**src/rtl/adder35_pkg.sv**
```systemverilog
// adder35_pkg: shared widths and types for the adder35 two-port sharing arbiter.
//   A_W / B_W / S_W : operand A, operand B and sum widths.
//   port_id_t       : requester id (0 or 1).
//   req_t           : one request's operands {a, b}.
package adder35_pkg;

  localparam int A_W = 35;
  localparam int B_W = 31;
  localparam int S_W = 36;

  typedef logic port_id_t;

  typedef struct packed {
    logic [A_W-1:0] a;
    logic [B_W-1:0] b;
  } req_t;

  // Build a request from its two operands.
  function automatic req_t make_req(input logic [A_W-1:0] a, input logic [B_W-1:0] b);
    req_t r;
    r.a = a;
    r.b = b;
    return r;
  endfunction

endpackage

```
**src/rtl/adder35_share_arb_if.sv**
```systemverilog
// adder35_share_arb_if: bundles the two request channels, the response channel
// and the busy flag of adder35_share_arb.
//   slave  modport : the arbiter side (takes requests, drives responses).
//   master modport : the requester/consumer side.
interface adder35_share_arb_if;
  import adder35_pkg::*;

  logic           req0_valid;
  logic           req0_ready;
  logic [A_W-1:0] req0_a;
  logic [B_W-1:0] req0_b;
  logic           req1_valid;
  logic           req1_ready;
  logic [A_W-1:0] req1_a;
  logic [B_W-1:0] req1_b;
  logic           rsp_valid;
  logic           rsp_ready;
  logic [S_W-1:0] rsp_sum;
  port_id_t       rsp_id;
  logic           busy;

  modport slave (
    input  req0_valid, req0_a, req0_b,
    input  req1_valid, req1_a, req1_b,
    input  rsp_ready,
    output req0_ready, req1_ready,
    output rsp_valid, rsp_sum, rsp_id, busy
  );

  modport master (
    output req0_valid, req0_a, req0_b,
    output req1_valid, req1_a, req1_b,
    output rsp_ready,
    input  req0_ready, req1_ready,
    input  rsp_valid, rsp_sum, rsp_id, busy
  );

endinterface

```
**src/rtl/adder35_rr_pick2.sv**
```systemverilog
// adder35_rr_pick2: picks one of two valid requesters.
//   valid0/valid1 : requester valids.
//   grant         : one-hot grant (bit n = port n), zero when nobody is valid.
//   winner        : id of the granted port.
//   clk/rst/accept exist only with ADDER35_ARB_RR_EN: the last-winner pointer
//   moves to the current winner on an accepted transfer and resets to port 1.
// Without ADDER35_ARB_RR_EN port 0 has fixed priority.
module adder35_rr_pick2
  import adder35_pkg::*;
(
`ifdef ADDER35_ARB_RR_EN
  input  logic     clk,
  input  logic     rst,
  input  logic     accept,
`endif
  input  logic     valid0,
  input  logic     valid1,
  output logic [1:0] grant,
  output port_id_t winner
);

`ifdef ADDER35_ARB_RR_EN
  port_id_t last_q;
  port_id_t last_d;

  // Winner selection: on contention the port that did not win last goes first.
  always_comb begin
    winner = 1'b0;
    if (valid0 && valid1) begin
      winner = ~last_q;
    end else if (valid1) begin
      winner = 1'b1;
    end else begin
      winner = 1'b0;
    end
    grant[0] = valid0 & ~winner;
    grant[1] = valid1 & winner;
    if (accept) begin
      last_d = winner;
    end else begin
      last_d = last_q;
    end
  end

  // Last-winner pointer.
  always_ff @(posedge clk) begin
    if (rst) begin
      last_q <= 1'b1;
    end else begin
      last_q <= last_d;
    end
  end
`else
  // Fixed priority: port 1 only wins when port 0 is idle.
  always_comb begin
    winner = 1'b0;
    if (valid0) begin
      winner = 1'b0;
    end else if (valid1) begin
      winner = 1'b1;
    end else begin
      winner = 1'b0;
    end
    grant[0] = valid0 & ~winner;
    grant[1] = valid1 & winner;
  end
`endif

endmodule

```
**src/rtl/customAdder35_4.sv**
```systemverilog
// customAdder35_4: combinational 35-bit + zero-extended 31-bit adder.
//   a   : 35-bit operand.
//   b   : 31-bit operand, zero-extended.
//   sum : 36-bit result, carry-out in bit 35.
module customAdder35_4 (
  input  logic [34:0] a,
  input  logic [30:0] b,
  output logic [35:0] sum
);

  assign sum = {1'b0, a} + {5'b0_0000, b};

endmodule

```
**src/rtl/adder35_share_arb.sv**
```systemverilog
// adder35_share_arb: time-shares one 35+31-bit adder between two requesters.
//   clk, rst : clock and synchronous active-high reset.
//   bus      : request channels 0/1 (valid/ready/a/b), response channel
//              (valid/ready/sum/id) and busy, via adder35_share_arb_if.slave.
// Two-stage pipeline: S1 holds the granted operands, the adder works from S1,
// S2 holds the sum until the consumer takes it.
// Macro ADDER35_ARB_RR_EN selects round-robin arbitration; undefined gives
// fixed priority to port 0.
module adder35_share_arb
  import adder35_pkg::*;
(
  input  logic clk,
  input  logic rst,
  adder35_share_arb_if.slave bus
);

  logic           s1_vld_q, s1_vld_d;
  req_t           op_q, op_d;
  port_id_t       op_id_q, op_id_d;
  logic           rsp_valid_q, rsp_valid_d;
  logic [S_W-1:0] rsp_sum_q, rsp_sum_d;
  port_id_t       rsp_id_q, rsp_id_d;

  logic           s2_load;
  logic           s1_load;
  logic           ready0;
  logic           ready1;
  logic           accept;
  logic [1:0]     grant;
  port_id_t       winner;
  logic [S_W-1:0] add_sum;

  adder35_rr_pick2 u_pick (
`ifdef ADDER35_ARB_RR_EN
    .clk    (clk),
    .rst    (rst),
    .accept (accept),
`endif
    .valid0 (bus.req0_valid),
    .valid1 (bus.req1_valid),
    .grant  (grant),
    .winner (winner)
  );

  customAdder35_4 u_add (
    .a   (op_q.a),
    .b   (op_q.b),
    .sum (add_sum)
  );

  // Handshake and next-state logic for both pipeline stages.
  always_comb begin
    s2_load = ~rsp_valid_q | bus.rsp_ready;
    s1_load = ~s1_vld_q | s2_load;
    // Readies are forced low during reset so nothing is accepted in that cycle.
    ready0  = grant[0] & s1_load & ~rst;
    ready1  = grant[1] & s1_load & ~rst;
    accept  = ready0 | ready1;

    s1_vld_d = s1_vld_q;
    op_d     = op_q;
    op_id_d  = op_id_q;
    if (accept) begin
      s1_vld_d = 1'b1;
      op_id_d  = winner;
      if (winner) begin
        op_d = make_req(bus.req1_a, bus.req1_b);
      end else begin
        op_d = make_req(bus.req0_a, bus.req0_b);
      end
    end else if (s2_load) begin
      s1_vld_d = 1'b0;
    end else begin
      s1_vld_d = s1_vld_q;
    end

    rsp_valid_d = rsp_valid_q;
    rsp_sum_d   = rsp_sum_q;
    rsp_id_d    = rsp_id_q;
    if (s2_load) begin
      rsp_valid_d = s1_vld_q;
      // Data only moves when S1 holds something, so an idle S2 keeps its last value.
      if (s1_vld_q) begin
        rsp_sum_d = add_sum;
        rsp_id_d  = op_id_q;
      end else begin
        rsp_sum_d = rsp_sum_q;
        rsp_id_d  = rsp_id_q;
      end
    end else begin
      rsp_valid_d = rsp_valid_q;
    end
  end

  // Pipeline registers.
  always_ff @(posedge clk) begin
    if (rst) begin
      s1_vld_q    <= 1'b0;
      op_q        <= '0;
      op_id_q     <= 1'b0;
      rsp_valid_q <= 1'b0;
      rsp_sum_q   <= {S_W{1'b0}};
      rsp_id_q    <= 1'b0;
    end else begin
      s1_vld_q    <= s1_vld_d;
      op_q        <= op_d;
      op_id_q     <= op_id_d;
      rsp_valid_q <= rsp_valid_d;
      rsp_sum_q   <= rsp_sum_d;
      rsp_id_q    <= rsp_id_d;
    end
  end

  assign bus.req0_ready = ready0;
  assign bus.req1_ready = ready1;
  assign bus.rsp_valid  = rsp_valid_q;
  assign bus.rsp_sum    = rsp_sum_q;
  assign bus.rsp_id     = rsp_id_q;
  assign bus.busy       = s1_vld_q | rsp_valid_q;

endmodule

```
**src/flat_wrapper.sv**
```systemverilog
// flat-port wrapper written by rule: the top's interface ports become plain ports
module adder35_share_arb_flat import adder35_pkg::*;
  (clk, rst, bus_req0_valid, bus_req0_a, bus_req0_b, bus_req1_valid, bus_req1_a, bus_req1_b, bus_rsp_ready, bus_req0_ready, bus_req1_ready, bus_rsp_valid, bus_rsp_sum, bus_rsp_id, bus_busy);
  adder35_share_arb_if bus_i ();
  input  logic clk;
  input  logic rst;
  input wire logic [$bits(bus_i.req0_valid)-1:0] bus_req0_valid;
  input wire logic [$bits(bus_i.req0_a)-1:0] bus_req0_a;
  input wire logic [$bits(bus_i.req0_b)-1:0] bus_req0_b;
  input wire logic [$bits(bus_i.req1_valid)-1:0] bus_req1_valid;
  input wire logic [$bits(bus_i.req1_a)-1:0] bus_req1_a;
  input wire logic [$bits(bus_i.req1_b)-1:0] bus_req1_b;
  input wire logic [$bits(bus_i.rsp_ready)-1:0] bus_rsp_ready;
  output wire logic [$bits(bus_i.req0_ready)-1:0] bus_req0_ready;
  output wire logic [$bits(bus_i.req1_ready)-1:0] bus_req1_ready;
  output wire logic [$bits(bus_i.rsp_valid)-1:0] bus_rsp_valid;
  output wire logic [$bits(bus_i.rsp_sum)-1:0] bus_rsp_sum;
  output wire logic [$bits(bus_i.rsp_id)-1:0] bus_rsp_id;
  output wire logic [$bits(bus_i.busy)-1:0] bus_busy;
  assign bus_i.req0_valid = bus_req0_valid;
  assign bus_i.req0_a = bus_req0_a;
  assign bus_i.req0_b = bus_req0_b;
  assign bus_i.req1_valid = bus_req1_valid;
  assign bus_i.req1_a = bus_req1_a;
  assign bus_i.req1_b = bus_req1_b;
  assign bus_i.rsp_ready = bus_rsp_ready;
  assign bus_req0_ready = bus_i.req0_ready;
  assign bus_req1_ready = bus_i.req1_ready;
  assign bus_rsp_valid = bus_i.rsp_valid;
  assign bus_rsp_sum = bus_i.rsp_sum;
  assign bus_rsp_id = bus_i.rsp_id;
  assign bus_busy = bus_i.busy;
  adder35_share_arb u_core (.clk(clk), .rst(rst), .bus(bus_i));
endmodule
```
**config.mk**
```make
export PLATFORM = sky130hd
export DESIGN_NAME = adder35_share_arb_flat
export DESIGN_NICKNAME = d
export VERILOG_FILES = /design/src/rtl/adder35_pkg.sv /design/src/rtl/adder35_share_arb_if.sv /design/src/rtl/adder35_rr_pick2.sv /design/src/rtl/customAdder35_4.sv /design/src/rtl/adder35_share_arb.sv /design/src/flat_wrapper.sv
export SDC_FILE = /design/constraint.sdc
export NUM_CORES = 1
export LEC_CHECK = 0
export ABC_AREA = 1
export BUFFER_PORTS_ARGS = -buffer_cell sky130_fd_sc_hd__buf_2
export CELL_PAD_IN_SITES_DETAIL_PLACEMENT = 0
export CELL_PAD_IN_SITES_GLOBAL_PLACEMENT = 1
export CORE_AREA = 2 2 140 129
export CTS_CLUSTER_DIAMETER = 120
export DETAILED_ROUTE_END_ITERATION = 7
export DIE_AREA = 0 0 142 131
export PLACE_DENSITY = 0.83
export SYNTH_ARGS = -nofsm -noshare
export SYNTH_HDL_FRONTEND = slang
export SYNTH_SLANG_ARGS = --single-unit
```
**constraint.sdc**
```tcl
create_clock -name clk -period 3.5 [get_ports clk]
set_input_delay 0 -clock clk [delete_from_list [all_inputs] [get_ports clk]]
set_output_delay 0 -clock clk [all_outputs]
set_load 0.005 [all_outputs]
```
==> results list, run 1 <==
* Global routing usage on met3: 3.86%
* Peak fanout along the critical path: 132
- After routing, the total negative slack on setup checks comes to 0 ps.
* Height of the chip: 131 um
- Unrepaired setup endpoints after global routing: no
- Of the available clock period, the critical path in the final layout requires 79.6%.
* Yosys cell types: 32
* Sequential-to-total area share from yosys stat: 32.3%
- Critical register-to-register path endpoint: u_core.op_q[54]
- I/O pin count: 178
- CTS HTree Levels: 3
- Most numerous cell types in the synthesized netlist: sky130_fd_sc_hd__nand2_1 (322), sky130_fd_sc_hd__inv_1 (114), sky130_fd_sc_hd__nor2_1 (108), sky130_fd_sc_hd__dfxtp_1 (106), sky130_fd_sc_hd__o21ai_0 (84)
* Status: complete, no violations
- At the pin with the least slew margin, the transition time is 1170 ps.
* Initial antenna violation count: 0
- Post-CTS Setup Inserts: 0
- Number of global-route vias before repair: 6775
* GR met2 Demand/Resource: 33.7%
* Detailed-route wire length: 21100 um
- X dimension of the die: 142 um
* Most common cell in the synthesized netlist: sky130_fd_sc_hd__nand2_1
- The detailed router placed 7470 vias in this run.
* Area occupied by multi-input gates: 3780 um^2
- The later pin in the worst-skew pair is clocked with a latency of 360 ps.
* Arrival time at the worst endpoint: 3080 ps
* Min-Delay Path Depth: 2
- The floorplan step defined a core boundary enclosing 17200 um^2.
- Counting every net in the synthesized netlist gives 1210.
- In the routed design, unresolved DRC markers number 0.
- After technology mapping, the gate count stands at 1041.
- In this run, synthesis inferred 0 flip-flops with an integrated enable.
- Post-CTS Hold Buffers: 133
* Beginning of the worst hold path: rst
- Routability-driven placement finished with a final weighted congestion of 0.877.
* Maximum number of pins on one net before global-route repair: 133
- Xor and xnor area share after synthesis: 1.73%
- Synth Area in Compound Gates: 18.2%
- Main combinational cell family by area after synthesis: simple AND/OR/NAND/NOR gates
- Yosys warning count: 0
- In this run the tightest slew margin relative to its limit is 22.2%.
* Worst Hold Class: input pin to flip-flop
- Global routing finished with a remaining overflow of 0.
- Avg Synthesized Cell Area: 6.31 um^2
* Met1 track utilization from global routing: 35.2%
* Synthesized-area fraction occupied by and/or/nand/nor cells: 31.5%
- R2R depth: 9
- Clock tree synthesis inserted a total of 9 buffers.
- The first routing iteration left 442 violations.
- Clock skew on the completed layout was measured at 9.59 ps.
* Endpoint type of the worst setup path: flip-flop
- Summing the areas of all fa, ha and maj instances in the mapped netlist gives 6.21% of the synthesized area.
- First-pass GRT wire length: 33900 um
- Hpwl dp: 15100 um
- The number of slew-limit violations in the final report is 0.
- Area growth from synthesis to layout: 39.8%
* Power Dens Cells: 355 nW/um^2
- The path with the worst hold slack has its endpoint at u_core.op_id_q.
- Fraction of synthesized cell area taken by the top area cell type: 32.3%
- IR analysis of the VDD net gives a maximum drop of 202 uV.
- The layer flagged by global routing as most heavily used is met1.
* Per-cell routed wire length: 13.7 um
- Share of layout cells above drive strength 1: 16.4%
- Final min period: 2790 ps
- Setup violations remaining at the end of the flow were counted as 0.
- Worst Path Class, Setup: flip-flop to flip-flop
- For this configuration, the core starts out at a cell density of 38.2%.
- Final Hold Viols: 0
- Largest area contributor in the synthesized netlist: sky130_fd_sc_hd__dfxtp_1
- Mux cell area share after synthesis: 0%
- Post-CTS sizing: 0
- Clock transition at path regs: 70 ps
- Count of nets left with antenna violations after detail routing: 0
- Maximum clock frequency: 359 MHz
- Max-cap check violation count: 0
- Clock sinks: 106
- In the global route stage, overall resource usage came out at 22.9%.
- Number of port buffers: 177
- Reg2Reg Setup Slack: 710 ps
- Clock Tree Root: sky130_fd_sc_hd__clkbuf_16
* Critical Path Source: u_core.bus.rsp_valid
- TritonCTS built the clock tree.
- In the routed layout, each cell is associated on average with a via count of 4.84.
- The mapped netlist covers 6570 um^2.
* Primary FF master, synth: sky130_fd_sc_hd__dfxtp_1
- For this design the static power due to leakage is 4.88 nW.
- Total number of nets in the final design: 1490
- The floorplan step defined a die boundary enclosing 18600 um^2.
* Required arrival time at the worst endpoint: 3790 ps
- Top cells by area in the synthesized netlist: sky130_fd_sc_hd__dfxtp_1 (32%), sky130_fd_sc_hd__nand2_1 (18%), sky130_fd_sc_hd__inv_1 (6.5%), sky130_fd_sc_hd__a31oi_1 (6.5%), sky130_fd_sc_hd__o21ai_0 (6.4%)
* Drt first pass iters: 6
- Across the whole layout, storage elements account for 2120 um^2.
- Layout fillers: 1723
- Ant diodes: 0
* Origin of the critical flop-to-flop path: u_core.bus.rsp_valid
* Total of flip-flops plus latches after synthesis: 106
- In this run the core area contains 46 standard-cell rows.
- Maximum root-to-sink buffer count: 2
- The worst setup path is launched from a flip-flop.
- The design draws 3.26 mW.
- Fraction of synthesis flops using an asynchronous set or reset pin: 0%
metrics by stage:
step | hold slack (ps) | area [um^2] | instances | util [%] | setup WS, ps
after global placement | 273 | 7550 | 1393 | 43.9 | 1430
final | 157 | 9180 | 1542 | 53.3 | 714
after global routing | 174 | 9180 | 1542 | 53.3 | 500
after CTS | 149 | 9180 | 1542 | 53.3 | 814
after floorplan | 120 | 6570 | 1041 | - | 1680
after detailed placement | 276 | 7550 | 1393 | 43.9 | 1370
critical path, stage by stage, from the launching register on:
cell	delay, ps
sky130_fd_sc_hd__dfxtp_1	330
sky130_fd_sc_hd__nand3_1	120
sky130_fd_sc_hd__nand2_2	100
sky130_fd_sc_hd__nor2_4	140
sky130_fd_sc_hd__nor2_4	60
sky130_fd_sc_hd__clkinv_2	40
sky130_fd_sc_hd__buf_4	830
sky130_fd_sc_hd__o21ai_0	230
sky130_fd_sc_hd__a31oi_1	220
sky130_fd_sc_hd__dlygate4sd3_1	580
routing by layer:
metal / vias to the layer above / wire length [um]
li1: 3950 / -
met1: 3299 / 11200
met2: 210 / 8610
met3: 11 / 1100
met4: 0 / 161
met5: - / 0
state kept, by name, summed over array words and instances (netlist names):
register,cells
u_core.op_q,66
u_core.bus.rsp_id,1
u_core.bus.rsp_sum,36
u_core.s1_vld_q,1
u_core.bus.rsp_valid,1
u_core.op_id_q,1
cells by family (layout without fill, tap and decap cells):
family / count (synthesis) / count (layout)
AOI/OAI and AO/OA: 218 / 218
xor gates and xnor gates: 13 / 13
adders and majority gates: 32 / 32
buffers and inverters: 164 / 449
DFF: 106 / 106
and+or+nand+nor: 508 / 508
area by class of cell:
class                           count  share of cell area [%]
Timing Repair Buffer              316                    24.6
Clock inverter                      4                   0.354
Sequential cell                   106                    23.1
Tap cell                          216                    2.94
Multi-Input combinational cell    771                    41.2
Inverter                          117                    4.80
Clock buffer                       12                    2.90
how the worst max path moves through the flow:
stage	cells past startpoint	slack, ps	to
final	9	710	u_core.op_q[54]
after floorplan	14	1680	u_core.bus.rsp_sum[32]
after global routing	9	500	u_core.op_q[44]
after detailed placement	8	1370	u_core.op_q[51]
after CTS	9	810	u_core.op_q[51]
after global placement	14	1430	u_core.bus.rsp_sum[32]
layout by cell type (no fill, tap or decap), drive strengths merged:
cell	count
nand2	328
buf	183
dlygate4sd3	133
inv	118
nor2	114
dfxtp	106
o21ai	99
a31oi	68
nand3	54
a21oi	43
ha	31
xor2	12
clkbuf	12
nor3	7
nand4	3
o211ai	3
a21o	2
o21bai	2
clkinvlp	2
or2	1
xnor2	1
clkinv	1
and2	1
o21a	1
fa	1
where the power goes:
part,switching [mW],internal [mW],total (mW)
clock,0.483,0.547,1.03
sequential,0.0666,1.30,1.37
combinational,0.464,0.395,0.860
(Power assumes the default switching activity.)
==> run 2: changes to the inputs <==
- ABC_AREA: 1 -> 0
- CORE_AREA: 2 2 140 129 -> 2 2 134 123
- DIE_AREA: 0 0 142 131 -> 0 0 136 125
- PLACE_DENSITY: 0.83 -> 0.78
- clock period: 3.5 -> 2.74 ns (I/O delays scaled with it)
==> run 2 against run 1 <==
  * Fmax rose by 3.1%
  * Sequential cell count did not move
  * Power rose by 19%
  * Die area fell by 8.6%
  * Register-to-register slack got worse by 680 ps
  * Critical path type unchanged
==> results list, run 2 <==
* Endpoint type of the worst setup path: flip-flop (unchanged)
- The power density normalized to cell area was 493 nW/um^2 (was 355 nW/um^2).
- Unrepaired setup endpoints after global routing: yes (was no)
- DRT iter0 DRCs: 284 (was 442)
- The number of max-capacitance violations reported came to 0 (unchanged).
* Area occupied by multi-input gates: 3680 um^2 (was 3780 um^2)
- The top-area cell type share of the netlist area came to 36.2% (was 32.3%).
* Most numerous cell types in the synthesized netlist: sky130_fd_sc_hd__dfxtp_1 (106), sky130_fd_sc_hd__nor2_1 (82), sky130_fd_sc_hd__a211oi_1 (72), sky130_fd_sc_hd__mux2i_1 (66), sky130_fd_sc_hd__nand2_1 (64) (was sky130_fd_sc_hd__nand2_1 (322), sky130_fd_sc_hd__inv_1 (114), sky130_fd_sc_hd__nor2_1 (108), sky130_fd_sc_hd__dfxtp_1 (106), sky130_fd_sc_hd__o21ai_0 (84))
* Fraction of synthesis flops using an asynchronous set or reset pin: 0% (unchanged)
- Worst IR drop on VDD: 281 uV (was 202 uV)
- Worst hold-check slack: 2.96 ps (was 157 ps)
- Peak fanout along the critical path: 3 (was 132)
- Placed Instances: 1032 (was 1393)
- Synthesized instance count: 673 (was 1041)
- Final min period: 2700 ps (was 2790 ps)
* Clock sinks: 106 (unchanged)
- Die Area: 17000 um^2 (was 18600 um^2)
- The count of final hold-check violations came to 0 (unchanged).
- The element type at the critical path start is a flip-flop (unchanged).
- The sequential share of the synthesized area was 36.2% (was 32.3%).
* FF/Latch Area: 2120 um^2 (about the same)
* Final number of max-transition violations: 0 (unchanged)
- Status: complete, no violations (unchanged)
- The global-route congestion overflow total is 0 (unchanged).
- Area growth from synthesis to layout: 34.5% (was 39.8%)
- The average instance area after synthesis was 8.70 um^2 (was 6.31 um^2).
- TritonCTS clock tree: built (unchanged)
* Final Instance Count excl. Fillers: 1093 (was 1542)
- The transition time of the tightest slew-check pin was 1120 ps (was 1170 ps).
- The number of flip-flops in the largest register was 66 (unchanged).
- Final TNS setup: 0 ps (unchanged)
- The data arrival at the endpoint of the critical path was 2890 ps (was 3080 ps).
- Net Sw Frac: 28.9% (was 31.1%)
- The worst reg-to-reg path cell count is 12 (was 9).
- The most frequently used flop master after synthesis is sky130_fd_sc_hd__dfxtp_1 (unchanged).
- The total wire length is 15200 um (was 21100 um).
* GP Congestion: 0.799 (was 0.877)
* Share of layout cells above drive strength 1: 27.8% (was 16.4%)
* Number of port buffers: 177 (unchanged)
- Highest-count cells in the layout ignoring fill and taps: sky130_fd_sc_hd__buf_2 (176), sky130_fd_sc_hd__dfxtp_1 (104), sky130_fd_sc_hd__nor2_1 (82), sky130_fd_sc_hd__a211oi_1 (71), sky130_fd_sc_hd__mux2i_1 (66) (was sky130_fd_sc_hd__nand2_1 (322), sky130_fd_sc_hd__buf_2 (177), sky130_fd_sc_hd__dlygate4sd3_1 (133), sky130_fd_sc_hd__inv_1 (114), sky130_fd_sc_hd__nor2_1 (108)).
- Hpwl dp: 10600 um (was 15100 um)
- The initial antenna violation count was 0 (unchanged).
- Post-Route Skew: 8.00 ps (was 9.59 ps)
- Total number of vias: 5415 (was 7470)
- The core area came to 15700 um^2 (was 17200 um^2).
- The later-pin clock latency in the skew report came to 350 ps (was 360 ps).
* I/O pin count: 178 (unchanged)
- Comb power frac: 24.7% (was 26.4%)
- The clock slew seen by the registers of the worst setup and hold paths is 70 ps (about the same).
* Remaining DRCs: 0 (unchanged)
- The number of library cell types mapped by synthesis was 56 (was 32).
- The number of nets in the finished design came to 1052 (was 1490).
- The placed cell area came to 7040 um^2 (was 7550 um^2).
* Global-route total usage across every layer: 18.1% (was 22.9%)
- Area of all placed cells without fillers: 7870 um^2 (was 9180 um^2)
- Total of flip-flops plus latches after synthesis: 106 (unchanged)
* Internal power of the cells: 2.76 mW (was 2.25 mW)
- Final worst-path cycle share: 98.6% (was 79.6%)
- The number of buffers on the longest clock path came to 2 (unchanged).
- The headroom to the max-slew limit came to 25.2% (was 22.2%).
* Starting density of the core: 37.2% (was 38.2%)
- The clock network fraction of design power was 30.6% (was 31.6%).
- Proportion of power drawn by flip-flops and latches: 44.6% (was 42.0%)
- Maximum number of pins on one net before global-route repair: 134 (was 133)
- The routed length per instance is 13.9 um (was 13.7 um).
- Worst Path Class, Setup: flip-flop to flip-flop (unchanged)
- Required arrival time at the worst endpoint: 2930 ps (was 3790 ps)
- The number of antenna diodes came to 0 (unchanged).
- Top cells by area in the synthesized netlist: sky130_fd_sc_hd__dfxtp_1 (36%), sky130_fd_sc_hd__mux2i_1 (11%), sky130_fd_sc_hd__a211oi_1 (9.2%), sky130_fd_sc_hd__ha_1 (6.6%), sky130_fd_sc_hd__nor2_1 (5.3%) (was sky130_fd_sc_hd__dfxtp_1 (32%), sky130_fd_sc_hd__nand2_1 (18%), sky130_fd_sc_hd__inv_1 (6.5%), sky130_fd_sc_hd__a31oi_1 (6.5%), sky130_fd_sc_hd__o21ai_0 (6.4%))
- Largest register by flop count: u_core.op_q (unchanged)
* Number of global-route vias before repair: 5115 (was 6775)
* Largest area contributor in the synthesized netlist: sky130_fd_sc_hd__dfxtp_1 (unchanged)
- Synthesized Nets: 842 (was 1210)
- Most common cell after layout, fill and taps aside: sky130_fd_sc_hd__buf_2 (was sky130_fd_sc_hd__nand2_1)
* CTS HTree Levels: 3 (unchanged)
* Most common cell in the synthesized netlist: sky130_fd_sc_hd__dfxtp_1 (was sky130_fd_sc_hd__nand2_1)
- The CTS root buffer was sky130_fd_sc_hd__clkbuf_16 (unchanged).
- The post-detailed-route count of antenna-violating nets was 0 (unchanged).
- Maximum clock frequency: 370 MHz (was 359 MHz)
* Count of flip-flops with a built-in enable after synthesis: 0 (unchanged)
- Layout fillers: 1573 (was 1723)
- Yosys warning count: 0 (unchanged)
- Clock buffers created by TritonCTS: 9 (unchanged)
* Worst Hold Class: input pin to flip-flop (unchanged)
* Drt first pass iters: 4 (was 6)
- The core utilization of the finished layout is 50.0% (was 53.3%).
- Height of the chip: 125 um (was 131 um)
- The summed instance area of the synthesized netlist came to 5850 um^2 (was 6570 um^2).
- The power spent charging and discharging nets came to 1.12 mW (was 1.01 mW).
* Number of placement rows: 44 (was 46)
- First-pass GRT wire length: 25200 um (was 33900 um)
- The width of the die was 136 um (was 142 um).
- The number of cells on the worst hold path came to 3 (was 2).
- The average vias per placed instance was 4.95 (was 4.84).
- Cell leakage power: 3.49 nW (was 4.88 nW)
* Finish-stage setup viols: 0 (unchanged)
==> run 2: cell types whose count changed after synthesis, sizes merged, moves of 15 or more <==
cell / before / now
nand2: 328 / 64
inv: 117 / 4
o21ai: 99 / 16
a211oi: 0 / 74
a31oi: 68 / 0
mux2i: 0 / 66
nand3: 54 / 12
nor2: 114 / 82
a21oi: 43 / 59
xnor2: 1 / 17
a21o: 2 / 17
==> run 2: layout make-up <==
| cell class | count | area share, % |
|---|---|---|
| Tap cell | 207 | 3.29 |
| Sequential cell | 106 | 27.0 |
| Timing Repair Buffer | 245 | 19.5 |
| Clock inverter | 2 | 0.191 |
| Inverter | 4 | 0.191 |
| Clock buffer | 12 | 3.13 |
| Multi-Input combinational cell | 517 | 46.7 |
==> run 2: path summary, 6_finish.rpt <==
kind,startpoint,endpoint,slack [ps]
setup reg to reg,u_core.op_q[31],u_core.bus.rsp_sum[30],40
hold reg to reg,u_core.bus.rsp_sum[4],u_core.bus.rsp_sum[4],450
hold / removal,bus_req0_a[17],u_core.op_q[48],3
setup / recovery,u_core.op_q[31],u_core.bus.rsp_sum[30],40
==> run 2: critical path, cell delays in order (launching register included) <==
cell	delay [ps]
sky130_fd_sc_hd__dfxtp_2	340
sky130_fd_sc_hd__ha_4	160
sky130_fd_sc_hd__fa_2	340
sky130_fd_sc_hd__a21o_1	230
sky130_fd_sc_hd__a221oi_4	270
sky130_fd_sc_hd__o21bai_2	100
sky130_fd_sc_hd__a32o_2	250
sky130_fd_sc_hd__nor4_4	180
sky130_fd_sc_hd__buf_4	170
sky130_fd_sc_hd__o31ai_2	70
sky130_fd_sc_hd__a211o_1	310
sky130_fd_sc_hd__nand3_2	80
sky130_fd_sc_hd__a21oi_2	50
==> run 2: timing repair <==
action	CTS	global route
hold buffers	45	0
endpoints found under the setup margin	2	7
endpoints found under the hold margin	25	0
gates resized for setup	1	19
setup buffers	1	1
pin swaps	1	5
==> run 2: kinds of logic (layout without fill, tap and decap cells) <==
group / Yosys count / count (layout) / synth area share, %
flops: 106 / 106 / 36.2
mux: 67 / 67 / 11.5
fa+ha+maj: 32 / 32 / 6.97
buf+inv: 50 / 263 / 3.29
xor+xnor: 25 / 25 / 3.74
simple gates: 197 / 197 / 15.2
compound gates: 196 / 196 / 23.1
==> run 2: per-stage QoR <==
step	setup WS [ps]	power [mW]
4_1_cts	-32.1	3.91
3_3_place_gp	-21.3	2.64
2_1_floorplan	-2.88	2.33
6_report	37.1	3.88
5_1_grt	-77.2	4.12
3_5_place_dp	-74.9	2.64
==> run 2: power by group through the flow <==
stage / clock network [mW] / logic, mW / registers [mW]
3_3_place_gp: 0 / 0.876 / 1.76
5_1_grt: 1.29 / 1.08 / 1.75
2_1_floorplan: 0 / 0.586 / 1.75
4_1_cts: 1.24 / 0.942 / 1.73
3_5_place_dp: 0 / 0.878 / 1.76
6_report: 1.19 / 0.961 / 1.73
==> run 2: metal layers <==
layer | part of all wire [%] | global-route usage, % | vias up
met3 | 4.2 | 3.69 | 4
met5 | 0 | 0 | -
li1 | - | - | 2876
met1 | 50 | 25.7 | 2414
met2 | 45 | 28.3 | 121
met4 | 0.53 | 4.23 | 0
==> run 3: changes to the inputs <==
- ABC_CLOCK_PERIOD_IN_PS: unset -> 2740
- CORE_AREA: 2 2 134 123 -> 2 2 128 130
- DIE_AREA: 0 0 136 125 -> 0 0 130 132
- PLACE_DENSITY: 0.78 -> 0.77
==> run 3 against run 2 <==
  * Sequential cell count unchanged
  * Clock skew is 2.8 ps higher
  * Combinational power fell by 1%
  * Worst setup slack better by 23 ps
  * Clock power barely moved
  * Via count increased by 1.0%
  * Worst hold slack lost 2.3 ps
  * Fmax grew 0.87%
  * Critical path depth stayed put
  * Power is essentially flat
==> results list, run 3 (same netlist as run 2, synthesis figures left out) <==
- Status: complete, no violations (unchanged).
* Ant diodes: 0 (unchanged)
- The number of nets in the finished design came to 1052 (unchanged).
- Clock sinks: 106 (unchanged)
- Hpwl dp: 11000 um (was 10600 um)
- Reg2Reg Setup Slack: 60 ps (was 40 ps)
- Worst Hold Class: input pin to flip-flop (unchanged)
* Unrepaired setup endpoints after global routing: yes (unchanged)
- Family with the most delay on the worst path: compound AO/OA/AOI/OAI gates (unchanged)
- The category of the most critical setup path was flip-flop to flip-flop (unchanged).
* Crit path largest cell delay: 340 ps (about the same)
* Internal power of the cells: 2.75 mW (was 2.76 mW)
- The number of global-route vias before repair came to 5333 (was 5115).
- Power Dens Cells: 495 nW/um^2 (was 493 nW/um^2)
* Peak fanout along the critical path: 2 (was 3)
- The clock slew seen by the registers of the worst setup and hold paths is 70 ps (about the same).
- The number of iterations in the first detailed-routing pass was 4 (unchanged).
* Die Area: 17200 um^2 (was 17000 um^2)
- Clock share of power: 31.0% (was 30.6%)
- Final number of max-transition violations: 0 (unchanged)
- Combined buffer and inverter count along the critical path: 1 (unchanged)
* Switch Pwr: 1.14 mW (was 1.12 mW)
* Initial antenna violation count: 0 (unchanged)
- The placed cell area came to 7020 um^2 (was 7040 um^2).
- The required time at the endpoint of the critical path was 2930 ps (about the same).
- The worst clock skew is 10.8 ps (was 8.00 ps).
- The share of final-layout standard cells stronger than drive strength 1 is 27.5% (was 27.8%).
- The area of all placed cells without fillers was 7850 um^2 (was 7870 um^2).
* Starting density of the core: 37.3% (was 37.2%)
- The final-layout setup total negative slack came to 0 ps (unchanged).
- The pin count of the biggest net entering global routing was 102 (was 134).
- Height of the chip: 132 um (was 125 um)
- The total global routing track utilization was 17.8% (was 18.1%).
- Hold Path Sink: u_core.op_q[49] (was u_core.op_q[48])
- The source of the worst register-to-register timing path is u_core.op_q[31] (unchanged).
- DRT iter0 DRCs: 242 (was 284)
- Total number of vias: 5469 (was 5415)
- The count of unresolved DRC violations after routing was 0 (unchanged).
* Final Hold Viols: 0 (unchanged)
* Final worst-path cycle share: 97.8% (was 98.6%)
- The largest voltage drop on the vdd net is 349 uV (was 281 uV).
- Highest-count cells in the layout ignoring fill and taps: sky130_fd_sc_hd__buf_2 (176), sky130_fd_sc_hd__dfxtp_1 (104), sky130_fd_sc_hd__nor2_1 (82), sky130_fd_sc_hd__a211oi_1 (71), sky130_fd_sc_hd__mux2i_1 (66) (unchanged).
* Number of port buffers: 177 (unchanged)
- Per-cell via count in the routed design: 4.95 (about the same)
- Slowest stage cell on the critical path: sky130_fd_sc_hd__dfxtp_2 (unchanged)
* Most common cell after layout, fill and taps aside: sky130_fd_sc_hd__buf_2 (unchanged)
* Per-cell routed wire length: 13.6 um (was 13.9 um)
* Clock buffers created by TritonCTS: 9 (unchanged)
* Beginning of the worst hold path: bus_req0_a[18] (was bus_req0_a[17])
* Met2 routed WL: 7100 um (was 6870 um)
* TritonCTS clock tree: built (unchanged)
- Maximum clock frequency: 373 MHz (was 370 MHz)
* Highest routed layer: met4 (unchanged)
- Clock Tree Root: sky130_fd_sc_hd__clkbuf_16 (unchanged)
- The sum of met3 wire segment lengths after detailed routing came to 581 um (was 641 um).
- The wire length on met1 was 7130 um (was 7600 um).
- R2R depth: 12 (unchanged)
* Number of placement rows: 46 (was 44)
* Max-cap check violation count: 0 (unchanged)
- Area growth from synthesis to layout: 34.0% (was 34.5%)
- Aggregate global routing overflow: 0 (unchanged)
- The share of power burned in combinational logic is 24.4% (was 24.7%).
- CTS HTree Levels: 3 (unchanged)
* Endpoint type of the worst setup path: flip-flop (unchanged)
* Arrival time at the worst endpoint: 2870 ps (was 2890 ps)
* Finish-stage setup viols: 0 (unchanged)
- X dimension of the die: 130 um (was 136 um)
* Detailed-route wire length: 15000 um (was 15200 um)
- GP Congestion: 0.833 (was 0.799)
* First-pass GRT wire length: 24900 um (was 25200 um)
- Min-Delay Path Depth: 3 (unchanged)
- Proportion of power drawn by flip-flops and latches: 44.6% (about the same)
* I/O pin count: 178 (unchanged)
- Max reg flops: 66 (unchanged)
* Worst max-slew margin expressed relative to the limit: 27.5% (was 25.2%)
- The post-detailed-route count of antenna-violating nets was 0 (unchanged).
* Actual slew at the worst max-slew pin: 1090 ps (was 1120 ps)
* Final min period: 2680 ps (was 2700 ps)
- Chain of cells forming the critical path: ha_4 > fa_2 > a21o_1 > a221oi_4 > o21bai_2 > a32o_2 > nor4_4 > buf_4 > o31ai_1 > a211o_1 > nand3_1 > a21oi_1 (was ha_4 > fa_2 > a21o_1 > a221oi_4 > o21bai_2 > a32o_2 > nor4_4 > buf_4 > o31ai_2 > a211o_1 > nand3_2 > a21oi_2)
* Net Sw Frac: 29.4% (was 28.9%)
* Cell leakage power: 3.49 nW (about the same)
- The register with the highest flop count is u_core.op_q (unchanged).
- The number of buffers on the longest clock path is 2 (unchanged).
- Core area: 15700 um^2 (about the same)
* Skew-Pair Late Insertion Delay: 350 ps (about the same)
- Critical path launch point type: flip-flop (unchanged)
- Critical register-to-register path endpoint: u_core.bus.rsp_sum[30] (unchanged)
[run 3: cell type report]
| class | instances | area [um^2] |
|---|---|---|
| clock buffer | 10 | 229 |
| clock inverter | 6 | 43.8 |
| inverter | 4 | 15.0 |
| multi-input combinational | 517 | 3640 |
| sequential | 106 | 2120 |
| fill | 1555 | 7870 |
| timing repair buffer | 245 | 1530 |
| tap | 216 | 270 |
[run 3: per-layer routing]
metal / vias to the layer above / GRT usage [%]
met5: - / 0
met4: 0 / 4.66
met3: 16 / 3.33
met2: 107 / 30.1
met1: 2466 / 23.1
li1: 2880 / -
[run 3: worst max path at each step]
stage / from / end / slack [ps] / cells past startpoint
finish: u_core.op_q[31] / u_core.bus.rsp_sum[30] / 60 / 12
global route: u_core.op_q[31] / u_core.bus.rsp_sum[34] / -110 / 11
CTS: u_core.op_q[31] / u_core.bus.rsp_sum[34] / -60 / 11
detailed placement: u_core.op_q[0] / u_core.bus.rsp_sum[34] / -50 / 11
global placement: u_core.op_q[0] / u_core.bus.rsp_sum[34] / -20 / 11
floorplan: u_core.op_q[0] / u_core.bus.rsp_sum[34] / -3 / 11
[run 3: through the flow]
stage | total power [mW] | setup WS (ps) | hold slack (ps) | utilization [%] | instances
after floorplan | 2.33 | -2.88 | 96.6 | - | 673
after global placement | 2.62 | -22.5 | 246 | 44.7 | 1039
after detailed placement | 2.64 | -53.4 | 250 | 44.7 | 1039
after CTS | 3.90 | -57.3 | 0.261 | 49.5 | 1102
after global routing | 4.11 | -109 | 1.76 | 49.9 | 1104
final | 3.89 | 60.5 | 0.680 | 49.9 | 1104
[run 3: what timing repair did]
| item | CTS | global route |
|---|---|---|
| hold buffers | 45 | 2 |
| resized for setup | 5 | 7 |
| pin swaps | 9 | 10 |
| endpoints found under the setup margin | 1 | 8 |
| setup buffers | 2 | 0 |
| hold endpoints to repair | 28 | 2 |
[run 3: worst register-to-register path, delay by kind of cell, from the launching register on]
| family | cells | cell delay (ps) |
|---|---|---|
| AOI/OAI and AO/OA | 7 | 1280 |
| adders and majority gates | 2 | 500 |
| DFF | 1 | 340 |
| and+or+nand+nor | 2 | 260 |
| buffers and inverters | 1 | 160 |
[run 3: power by group through the flow]
stage | Sequential, mW | Combinational, mW | Clock [mW]
after detailed placement | 1.77 | 0.872 | 0
after global routing | 1.75 | 1.06 | 1.30
after global placement | 1.76 | 0.860 | 0
after floorplan | 1.75 | 0.586 | 0
after CTS | 1.73 | 0.939 | 1.23
final | 1.73 | 0.947 | 1.21
